`config.mk`:
```
export PLATFORM = sky130hd
export DESIGN_NAME = ml_ahb_port_arbiter_flat
export DESIGN_NICKNAME = d
export VERILOG_FILES = /design/src/rtl/ml_ahb_pkg.sv /design/src/rtl/ml_ahb_port_arbiter_if.sv /design/src/rtl/ml_ahb_rr_picker.sv /design/src/rtl/ml_ahb_port_arbiter.sv /design/src/flat_wrapper.sv
export SDC_FILE = /design/constraint.sdc
export NUM_CORES = 1
export LEC_CHECK = 0
export CAP_MARGIN = 20
export CORE_MARGIN = 2
export CORE_UTILIZATION = 35
export CTS_BUF_LIST = sky130_fd_sc_hd__clkbuf_4 sky130_fd_sc_hd__clkbuf_8
export DETAILED_ROUTE_END_ITERATION = 12
export HOLD_SLACK_MARGIN = 0.06
export SETUP_SLACK_MARGIN = 0.5
export SLEW_MARGIN = 30
export SYNTH_ARGS = -nofsm -noshare
export SYNTH_HDL_FRONTEND = slang
export SYNTH_SLANG_ARGS = --single-unit
```
`constraint.sdc`:
```
create_clock -name hclk -period 1.79 [get_ports hclk]
set_input_delay 0.179 -clock hclk [delete_from_list [all_inputs] [get_ports hclk]]
set_output_delay 0.179 -clock hclk [all_outputs]
set_load 0.005 [all_outputs]
```
`src/rtl/ml_ahb_pkg.sv`:
```
// Shared AHB constants, arbiter state type and burst-length helper
// for the multilayer AHB matrix slave-port arbiters.
package ml_ahb_pkg;

   localparam logic [1:0] HTRANS_IDLE   = 2'd0;
   localparam logic [1:0] HTRANS_BUSY   = 2'd1;
   localparam logic [1:0] HTRANS_NONSEQ = 2'd2;
   localparam logic [1:0] HTRANS_SEQ    = 2'd3;

   localparam logic [2:0] HBURST_SINGLE = 3'd0;
   localparam logic [2:0] HBURST_INCR   = 3'd1;
   localparam logic [2:0] HBURST_WRAP4  = 3'd2;
   localparam logic [2:0] HBURST_INCR4  = 3'd3;
   localparam logic [2:0] HBURST_WRAP8  = 3'd4;
   localparam logic [2:0] HBURST_INCR8  = 3'd5;
   localparam logic [2:0] HBURST_WRAP16 = 3'd6;
   localparam logic [2:0] HBURST_INCR16 = 3'd7;

   typedef enum logic [1:0] {
      ST_IDLE,
      ST_OWNED,
      ST_LOCKED
   } arb_state_t;

   // Remaining SEQ beats after the NONSEQ of a defined-length burst
   function automatic logic [3:0] burst_beats(input logic [2:0] hb);
      logic [3:0] n;
      n = 4'd0;
      case (hb)
         HBURST_WRAP4,  HBURST_INCR4:  n = 4'd3;
         HBURST_WRAP8,  HBURST_INCR8:  n = 4'd7;
         HBURST_WRAP16, HBURST_INCR16: n = 4'd15;
         default:                      n = 4'd0;
      endcase
      return n;
   endfunction

endpackage

```
`src/rtl/ml_ahb_port_arbiter_if.sv`:
```
// Master-side request and arbitration-result bundle of one slave port.
// The arbiter takes the slave modport; the driving side takes master.
interface ml_ahb_port_arbiter_if #(
   parameter int NUM_MASTERS = 2,
   parameter int PRIO_W      = 1
);
   logic                          round_robin;
   logic [NUM_MASTERS*PRIO_W-1:0] priority_level;
   logic [NUM_MASTERS-1:0]        mx_hsel;
   logic [2*NUM_MASTERS-1:0]      mx_htrans;
   logic [3*NUM_MASTERS-1:0]      mx_hburst;
   logic                          hready;
   logic [NUM_MASTERS-1:0]        addr_grant;
   logic [NUM_MASTERS-1:0]        data_owner;
   logic                          data_valid;
   logic [NUM_MASTERS-1:0]        mx_wait;

   modport master (
      output round_robin, priority_level, mx_hsel,
      output mx_htrans, mx_hburst, hready,
      input  addr_grant, data_owner, data_valid, mx_wait
   );

   modport slave (
      input  round_robin, priority_level, mx_hsel,
      input  mx_htrans, mx_hburst, hready,
      output addr_grant, data_owner, data_valid, mx_wait
   );
endinterface

```
`src/rtl/ml_ahb_rr_picker.sv`:
```
// One-hot winner picker: rotating after i_last, or highest level
// with ties to the lowest index. Purely combinational.
module ml_ahb_rr_picker #(
   parameter int N      = 2,
   parameter int PRIO_W = 1,
   parameter int IW     = 1
) (
   input  logic [N-1:0]        i_req,
   input  logic [N*PRIO_W-1:0] i_levels,
   input  logic [IW-1:0]       i_last,
   input  logic                i_rr,
   output logic [N-1:0]        o_winner
);
   logic              w_found;
   logic [PRIO_W-1:0] w_best;
   logic [PRIO_W-1:0] w_lvl;
   int                w_idx;

   always_comb begin
      o_winner = '0;
      w_found  = 1'b0;
      w_best   = '0;
      w_lvl    = '0;
      w_idx    = 0;
      if (i_rr) begin
         for (int k = 1; k <= N; k++) begin
            w_idx = (int'(i_last) + k) % N;
            if (!w_found && i_req[w_idx]) begin
               o_winner[w_idx] = 1'b1;
               w_found         = 1'b1;
            end
         end
      end else begin
         for (int i = 0; i < N; i++) begin
            w_lvl = i_levels[i*PRIO_W +: PRIO_W];
            if (i_req[i] && (!w_found || w_lvl > w_best)) begin
               w_idx   = i;
               w_best  = w_lvl;
               w_found = 1'b1;
            end
         end
         if (w_found) o_winner[w_idx] = 1'b1;
      end
   end
endmodule

```
`src/rtl/ml_ahb_port_arbiter.sv`:
```
// Per-slave-port arbiter: address-phase grant, burst lock,
// data-phase owner tracking and per-master wait generation.
module ml_ahb_port_arbiter
   import ml_ahb_pkg::*;
#(
   parameter int NUM_MASTERS = 2,
   parameter int PRIO_W      = 1
) (
   input logic                  hclk,
   input logic                  resetn,
   ml_ahb_port_arbiter_if.slave io_bus
);
   localparam int N  = NUM_MASTERS;
   localparam int IW = (N > 1) ? $clog2(N) : 1;

   arb_state_t    r_state, w_state_nxt;
   logic [N-1:0]  r_grant, w_grant_nxt;
   logic [N-1:0]  r_downer, w_downer_nxt;
   logic          r_dvalid, w_dvalid_nxt;
   logic [3:0]    r_cnt, w_cnt_nxt;
   logic [IW-1:0] r_last, w_last_nxt;
   logic          r_first, w_first_nxt;
   logic          r_incr, w_incr_nxt;

   logic [N-1:0]  w_req;
   logic [N-1:0]  w_winner;
   logic [1:0]    w_own_trans;
   logic [2:0]    w_win_burst;
   logic [IW-1:0] w_win_idx;
   logic          w_arb;

   always_comb begin
      w_req = '0;
      for (int x = 0; x < N; x++)
         w_req[x] = io_bus.mx_hsel[x] &&
            (io_bus.mx_htrans[2*x +: 2] == HTRANS_NONSEQ);
   end

   // A deselected owner is treated as driving IDLE to this port
   always_comb begin
      w_own_trans = HTRANS_IDLE;
      w_win_burst = HBURST_SINGLE;
      w_win_idx   = '0;
      for (int x = 0; x < N; x++) begin
         if (r_grant[x] && io_bus.mx_hsel[x])
            w_own_trans = io_bus.mx_htrans[2*x +: 2];
         if (w_winner[x]) begin
            w_win_burst = io_bus.mx_hburst[3*x +: 3];
            w_win_idx   = IW'(x);
         end
      end
   end

   ml_ahb_rr_picker #(
      .N      (N),
      .PRIO_W (PRIO_W),
      .IW     (IW)
   ) u_picker (
      .i_req    (w_req),
      .i_levels (io_bus.priority_level),
      .i_last   (r_last),
      .i_rr     (io_bus.round_robin),
      .o_winner (w_winner)
   );

   // r_first masks the owner's own opening NONSEQ inside a burst
   always_comb begin
      w_arb = 1'b0;
      unique case (r_state)
         ST_IDLE:   w_arb = 1'b1;
         ST_OWNED:  w_arb = 1'b1;
         ST_LOCKED: w_arb =
            (w_own_trans == HTRANS_IDLE) ||
            (w_own_trans == HTRANS_NONSEQ && !r_first) ||
            (!r_incr && w_own_trans == HTRANS_SEQ &&
             r_cnt == 4'd1);
         default:   w_arb = 1'b1;
      endcase
   end

   always_comb begin
      w_state_nxt  = r_state;
      w_grant_nxt  = r_grant;
      w_cnt_nxt    = r_cnt;
      w_last_nxt   = r_last;
      w_first_nxt  = r_first;
      w_incr_nxt   = r_incr;
      w_downer_nxt = '0;
      w_dvalid_nxt = 1'b0;
      if (w_arb) begin
         w_grant_nxt = w_winner;
         if (|w_winner) begin
            w_last_nxt  = w_win_idx;
            w_first_nxt = 1'b1;
            w_incr_nxt  = (w_win_burst == HBURST_INCR);
            w_cnt_nxt   = burst_beats(w_win_burst);
            w_state_nxt = (w_win_burst == HBURST_SINGLE) ?
                          ST_OWNED : ST_LOCKED;
         end else begin
            w_state_nxt = ST_IDLE;
            w_cnt_nxt   = 4'd0;
            w_first_nxt = 1'b0;
            w_incr_nxt  = 1'b0;
         end
      end else begin
         w_first_nxt = 1'b0;
         if (!r_incr && w_own_trans == HTRANS_SEQ && r_cnt != 4'd0)
            w_cnt_nxt = r_cnt - 4'd1;
      end
      if (|r_grant && w_own_trans[1]) begin
         w_downer_nxt = r_grant;
         w_dvalid_nxt = 1'b1;
      end
   end

   always_ff @(posedge hclk) begin
      if (!resetn) begin
         r_state  <= ST_IDLE;
         r_grant  <= '0;
         r_downer <= '0;
         r_dvalid <= 1'b0;
         r_cnt    <= 4'd0;
         r_last   <= IW'(N - 1);
         r_first  <= 1'b0;
         r_incr   <= 1'b0;
      end else if (io_bus.hready) begin
         r_state  <= w_state_nxt;
         r_grant  <= w_grant_nxt;
         r_downer <= w_downer_nxt;
         r_dvalid <= w_dvalid_nxt;
         r_cnt    <= w_cnt_nxt;
         r_last   <= w_last_nxt;
         r_first  <= w_first_nxt;
         r_incr   <= w_incr_nxt;
      end
   end

   assign io_bus.addr_grant = r_grant;
   assign io_bus.data_owner = r_downer;
   assign io_bus.data_valid = r_dvalid;
   assign io_bus.mx_wait    = w_req & ~r_grant;

endmodule

```
`src/flat_wrapper.sv`:
```
// flat-port wrapper written by rule: the top's interface ports become plain ports
module ml_ahb_port_arbiter_flat import ml_ahb_pkg::*;
#(
   parameter int NUM_MASTERS = 2,
   parameter int PRIO_W      = 1
)
  (hclk, resetn, io_bus_round_robin, io_bus_priority_level, io_bus_mx_hsel, io_bus_mx_htrans, io_bus_mx_hburst, io_bus_hready, io_bus_addr_grant, io_bus_data_owner, io_bus_data_valid, io_bus_mx_wait);
  ml_ahb_port_arbiter_if #(.NUM_MASTERS(NUM_MASTERS), .PRIO_W(PRIO_W)) io_bus_i ();
  input logic hclk;
  input logic resetn;
  input wire logic [$bits(io_bus_i.round_robin)-1:0] io_bus_round_robin;
  input wire logic [$bits(io_bus_i.priority_level)-1:0] io_bus_priority_level;
  input wire logic [$bits(io_bus_i.mx_hsel)-1:0] io_bus_mx_hsel;
  input wire logic [$bits(io_bus_i.mx_htrans)-1:0] io_bus_mx_htrans;
  input wire logic [$bits(io_bus_i.mx_hburst)-1:0] io_bus_mx_hburst;
  input wire logic [$bits(io_bus_i.hready)-1:0] io_bus_hready;
  output wire logic [$bits(io_bus_i.addr_grant)-1:0] io_bus_addr_grant;
  output wire logic [$bits(io_bus_i.data_owner)-1:0] io_bus_data_owner;
  output wire logic [$bits(io_bus_i.data_valid)-1:0] io_bus_data_valid;
  output wire logic [$bits(io_bus_i.mx_wait)-1:0] io_bus_mx_wait;
  assign io_bus_i.round_robin = io_bus_round_robin;
  assign io_bus_i.priority_level = io_bus_priority_level;
  assign io_bus_i.mx_hsel = io_bus_mx_hsel;
  assign io_bus_i.mx_htrans = io_bus_mx_htrans;
  assign io_bus_i.mx_hburst = io_bus_mx_hburst;
  assign io_bus_i.hready = io_bus_hready;
  assign io_bus_addr_grant = io_bus_i.addr_grant;
  assign io_bus_data_owner = io_bus_i.data_owner;
  assign io_bus_data_valid = io_bus_i.data_valid;
  assign io_bus_mx_wait = io_bus_i.mx_wait;
  ml_ahb_port_arbiter #(.NUM_MASTERS(NUM_MASTERS), .PRIO_W(PRIO_W)) u_core (.hclk(hclk), .resetn(resetn), .io_bus(io_bus_i));
endmodule
```
==> results.toml, run 1 <==
[worst_setup_path]
startpoint_type = "input pin"
critPathRequiredTime_ns = 2.01
crit_buf_inv = 1
critPathCaptureType = "register"
cp.arrival_ns = 2.00
path_class = "input pin to register"
critical-path-max-stage-delay_ns = 0.43
r2r_end = "u_core.r_last"
regToRegStartpoint = "u_core.io_bus.addr_grant[1]"
cp_max_fo = 2
crit_slowest_cell = "or3b_4"
path_cells = "dlygate4sd2_1 > or3b_4 > a31oi_4 > mux2i_1 > a221o_1 > or3b_1 > a21oi_2"
r2r_cells = 5
rrSetupSlack_ns = 0.02
cp_top_family = "simple AND/OR/NAND/NOR gates"

[logic_synthesis]
synth_top_cell_area_share_pct = 31.7
synth.area.mux_share_pct = 1.13
synth_cells = 107
synthSimpleGateAreaFrac_pct = 29.7
synth_area_um2 = 883
syn_avg_cell_area_um2 = 8.26
ys_ff_latch = 14
synth_area_leaders = "dfxtp_1, a21oi_1, nand2_1"
synth_top_family_by_area = "simple AND/OR/NAND/NOR gates"
ys_async_sr_fraction_pct = 0
yosysSeqAreaShare_pct = 31.7
synth_cell_types = 38
synth_xor_xnor_area_share_pct = 0
synth_edf_count = 0
synth_compound_area_share_pct = 29.2
synth_fa_ha_area_share_pct = 4.25
synth_top_area_cell = "dfxtp_1"
ys_warn_count = 0
synth_ff_type = "dfxtp_1"
synth_fp_nets = 128

[routing]
dr.pass1.iters = 4
wirelength_mm = 2.97
drc = 0
vias = 1063
post_drt_wl_per_cell_um = 15.4
first_iter_violations = 20
drtAntennaViolNets = 0
avgViaCountPerCell = 5.54

[place]
place_ws_ns = -0.383
port_buffers = 24
place.gp.congestion = 0.831
dp_hpwl_mm = 2.07

[pwr]
combPwrFrac_pct = 25.8
p_leak_uw = 0.000695
ir_drop_v = 0.000318
p_seq_share_pct = 43.7
p_clk_share_pct = 30.5
sw_frac_of_total_pct = 27.5
power.internal_uw = 552
p_switching_uw = 209
p_total_uw = 762
power.density_nw_per_um2 = 481

[final_layout]
syn_to_final_growth_pct = 79.2
multi_input_area_um2 = 729
fillers = 211
register_area_um2 = 293
drive_gt1_share_pct = 45.7
mostFrequentLayoutCells = "buf_4, dlygate4sd2_1, nand2_1"
final_common_cell = "buf_4"
fin_nets = 184
diodes = 0

[sta]
final-hold-violation-count = 0
relSlewSlack_pct = 79.1
fin_tns_setup_ns = 0
finalClockSkew_ns = 0.00358
period_needed_ns = 1.78
fmax_mhz = 563
setup_viol = 0
rsz0062_at_grt = "true"
period_share_pct = 99.2
finalWorstSetupSlack_ns = 0.0146
maxSlewViolCount = 0
tightestPinTransition_ns = 0.314

[run]
max-cap-violations = 0

[global_routing]
grt_pass1_vias = 1053
grt_pass1_wl_mm = 4.68
grt_max_degree = 10
grt-ovfl-total = 0
grt_usage_pct = 22.3
antenna_found_initial = 0

[worst_hold_path]
hold_path.class = "register to register"
holdCritStartpoint = "u_core.io_bus.data_owner[1]"
min_delay_path_depth = 2
hold_end = "u_core.io_bus.data_owner[1]"

[clock_network]
htreeDepth = 1
cts_buffers = 3
holdBufCountCts = 0
clock_sinks = 14
root_buffer = "clkbuf_4"
cts_tree = "done"
cts_buffer_depth = 2
clock_latency_ns = 0.28
clkTransAtPathRegs_ns = 0.09

[die]
pin_count = 25
rows = 18
die_w_um = 54.2
core_um2 = 2430
fp.dieH_um = 54.2
start_util_pct = 36.3
die-area_um2 = 2940

[status]
status = "finished, final reports clean"
==> worst reg2reg max path, cell delays in order, from the launching register on <==
cell	delay, ns
dfxtp_4	0.37
and3_4	0.16
a41o_4	0.26
a211o_1	0.30
and3_4	0.22
a221o_2	0.36
==> synthesized netlist by cell type, drive strengths merged (3+ instances only) <==
library cell and n:
nor2 6, a211oi 4, a21oi 11, dfxtp 14, nand3 7, inv 6
o221a 3, and3 3, nor3 3, nand2b 6, nand2 11, ha 3
==> through the flow <==
stage / util (%) / instances / hold slack, ns / cell area, um^2
3_5_place_dp: 56.0 / 182 / 0.460 / 1360
2_1_floorplan: - / 107 / 0.326 / 923
4_1_cts: 61.3 / 191 / 0.471 / 1490
3_3_place_gp: 56.0 / 182 / 0.458 / 1360
5_1_grt: 65.1 / 192 / 0.496 / 1580
6_report: 65.1 / 192 / 0.471 / 1580
==> worst max-delay path by stage <==
stage	depth (start not counted)	start	endpoint	slack [ns]
floorplan	6	u_core.io_bus.addr_grant[1]	u_core.r_last	0.05
global placement	6	io_bus_priority_level[1]	u_core.r_state[0]	-0.35
detailed placement	7	io_bus_mx_hsel[1]	u_core.r_last	-0.38
CTS	5	u_core.io_bus.addr_grant[1]	u_core.r_last	0.02
global route	8	u_core.r_cnt[1]	u_core.r_cnt[3]	-0.09
finish	7	io_bus_round_robin	u_core.r_state[0]	0.01
==> state kept, by name (all words and copies together), names as in the netlist <==
register and count:
u_core.r_state 2, u_core.r_last 1, u_core.r_incr 1, u_core.io_bus.addr_grant 2, u_core.r_first 1, u_core.io_bus.data_valid 1
u_core.r_cnt 4, u_core.io_bus.data_owner 2
==> metal layers <==
metal	vias to the layer above	GRT usage (%)	wire, um
met4	0	9.17	74
met5	-	0	0
met3	8	3.55	125
met2	34	40.0	1550
li1	516	-	-
met1	505	26.3	1210
==> power by group through the flow <==
stage	Combinational [uW]	Clock [uW]	Sequential, uW
2_1_floorplan	76.8	0	339
3_3_place_gp	172	0	339
3_5_place_dp	175	0	339
4_1_cts	182	234	332
5_1_grt	213	247	334
6_report	196	232	333
==> kinds of logic after synthesis <==
group | count (synthesis)
adders and majority gates | 3
and+or+nand+nor | 48
AOI/OAI and AO/OA | 32
DFF | 14
muxes | 1
buffers and inverters | 9
==> area by class of cell <==
class                   instances  share of cell area [%]
repair buffers                 54                    29.3
flip-flops and latches         14                    18.5
clock buffers                   4                    2.29
well taps                      30                    2.37
inverters                       6                    1.42
multi-input cells              84                    46.1
==> what timing repair did <==
item                       4_1_cts  5_1_grt
resized for setup               32       25
setup endpoints to repair       18       17
buffers inserted                 5        1
pin swaps                       12        3
hold endpoints to repair         0        0
Power figures use the tool's default switching activity.
==> run 2, diff against run 1 <==
--- a/config.mk
+++ b/config.mk
@@ -10,7 +10,7 @@
 export CORE_UTILIZATION = 35
 export CTS_BUF_LIST = sky130_fd_sc_hd__clkbuf_4 sky130_fd_sc_hd__clkbuf_8
 export DETAILED_ROUTE_END_ITERATION = 12
-export HOLD_SLACK_MARGIN = 0.06
+export HOLD_SLACK_MARGIN = 0.03
 export SETUP_SLACK_MARGIN = 0.5
 export SLEW_MARGIN = 30
 export SYNTH_ARGS = -nofsm -noshare
==> results of run 2 <==
Same layout as run 1: the final DEF is identical, and so are final timing and power.
==> run 3, diff against run 2 <==
--- a/config.mk
+++ b/config.mk
@@ -9,7 +9,9 @@
 export CORE_MARGIN = 2
 export CORE_UTILIZATION = 35
 export CTS_BUF_LIST = sky130_fd_sc_hd__clkbuf_4 sky130_fd_sc_hd__clkbuf_8
+export CTS_CLUSTER_DIAMETER = 60
 export DETAILED_ROUTE_END_ITERATION = 12
+export GPL_ROUTABILITY_DRIVEN = 0
 export HOLD_SLACK_MARGIN = 0.03
 export SETUP_SLACK_MARGIN = 0.5
 export SLEW_MARGIN = 30
==> results of run 3 <==
Same layout as run 1: the final DEF is identical, and so are final timing and power.
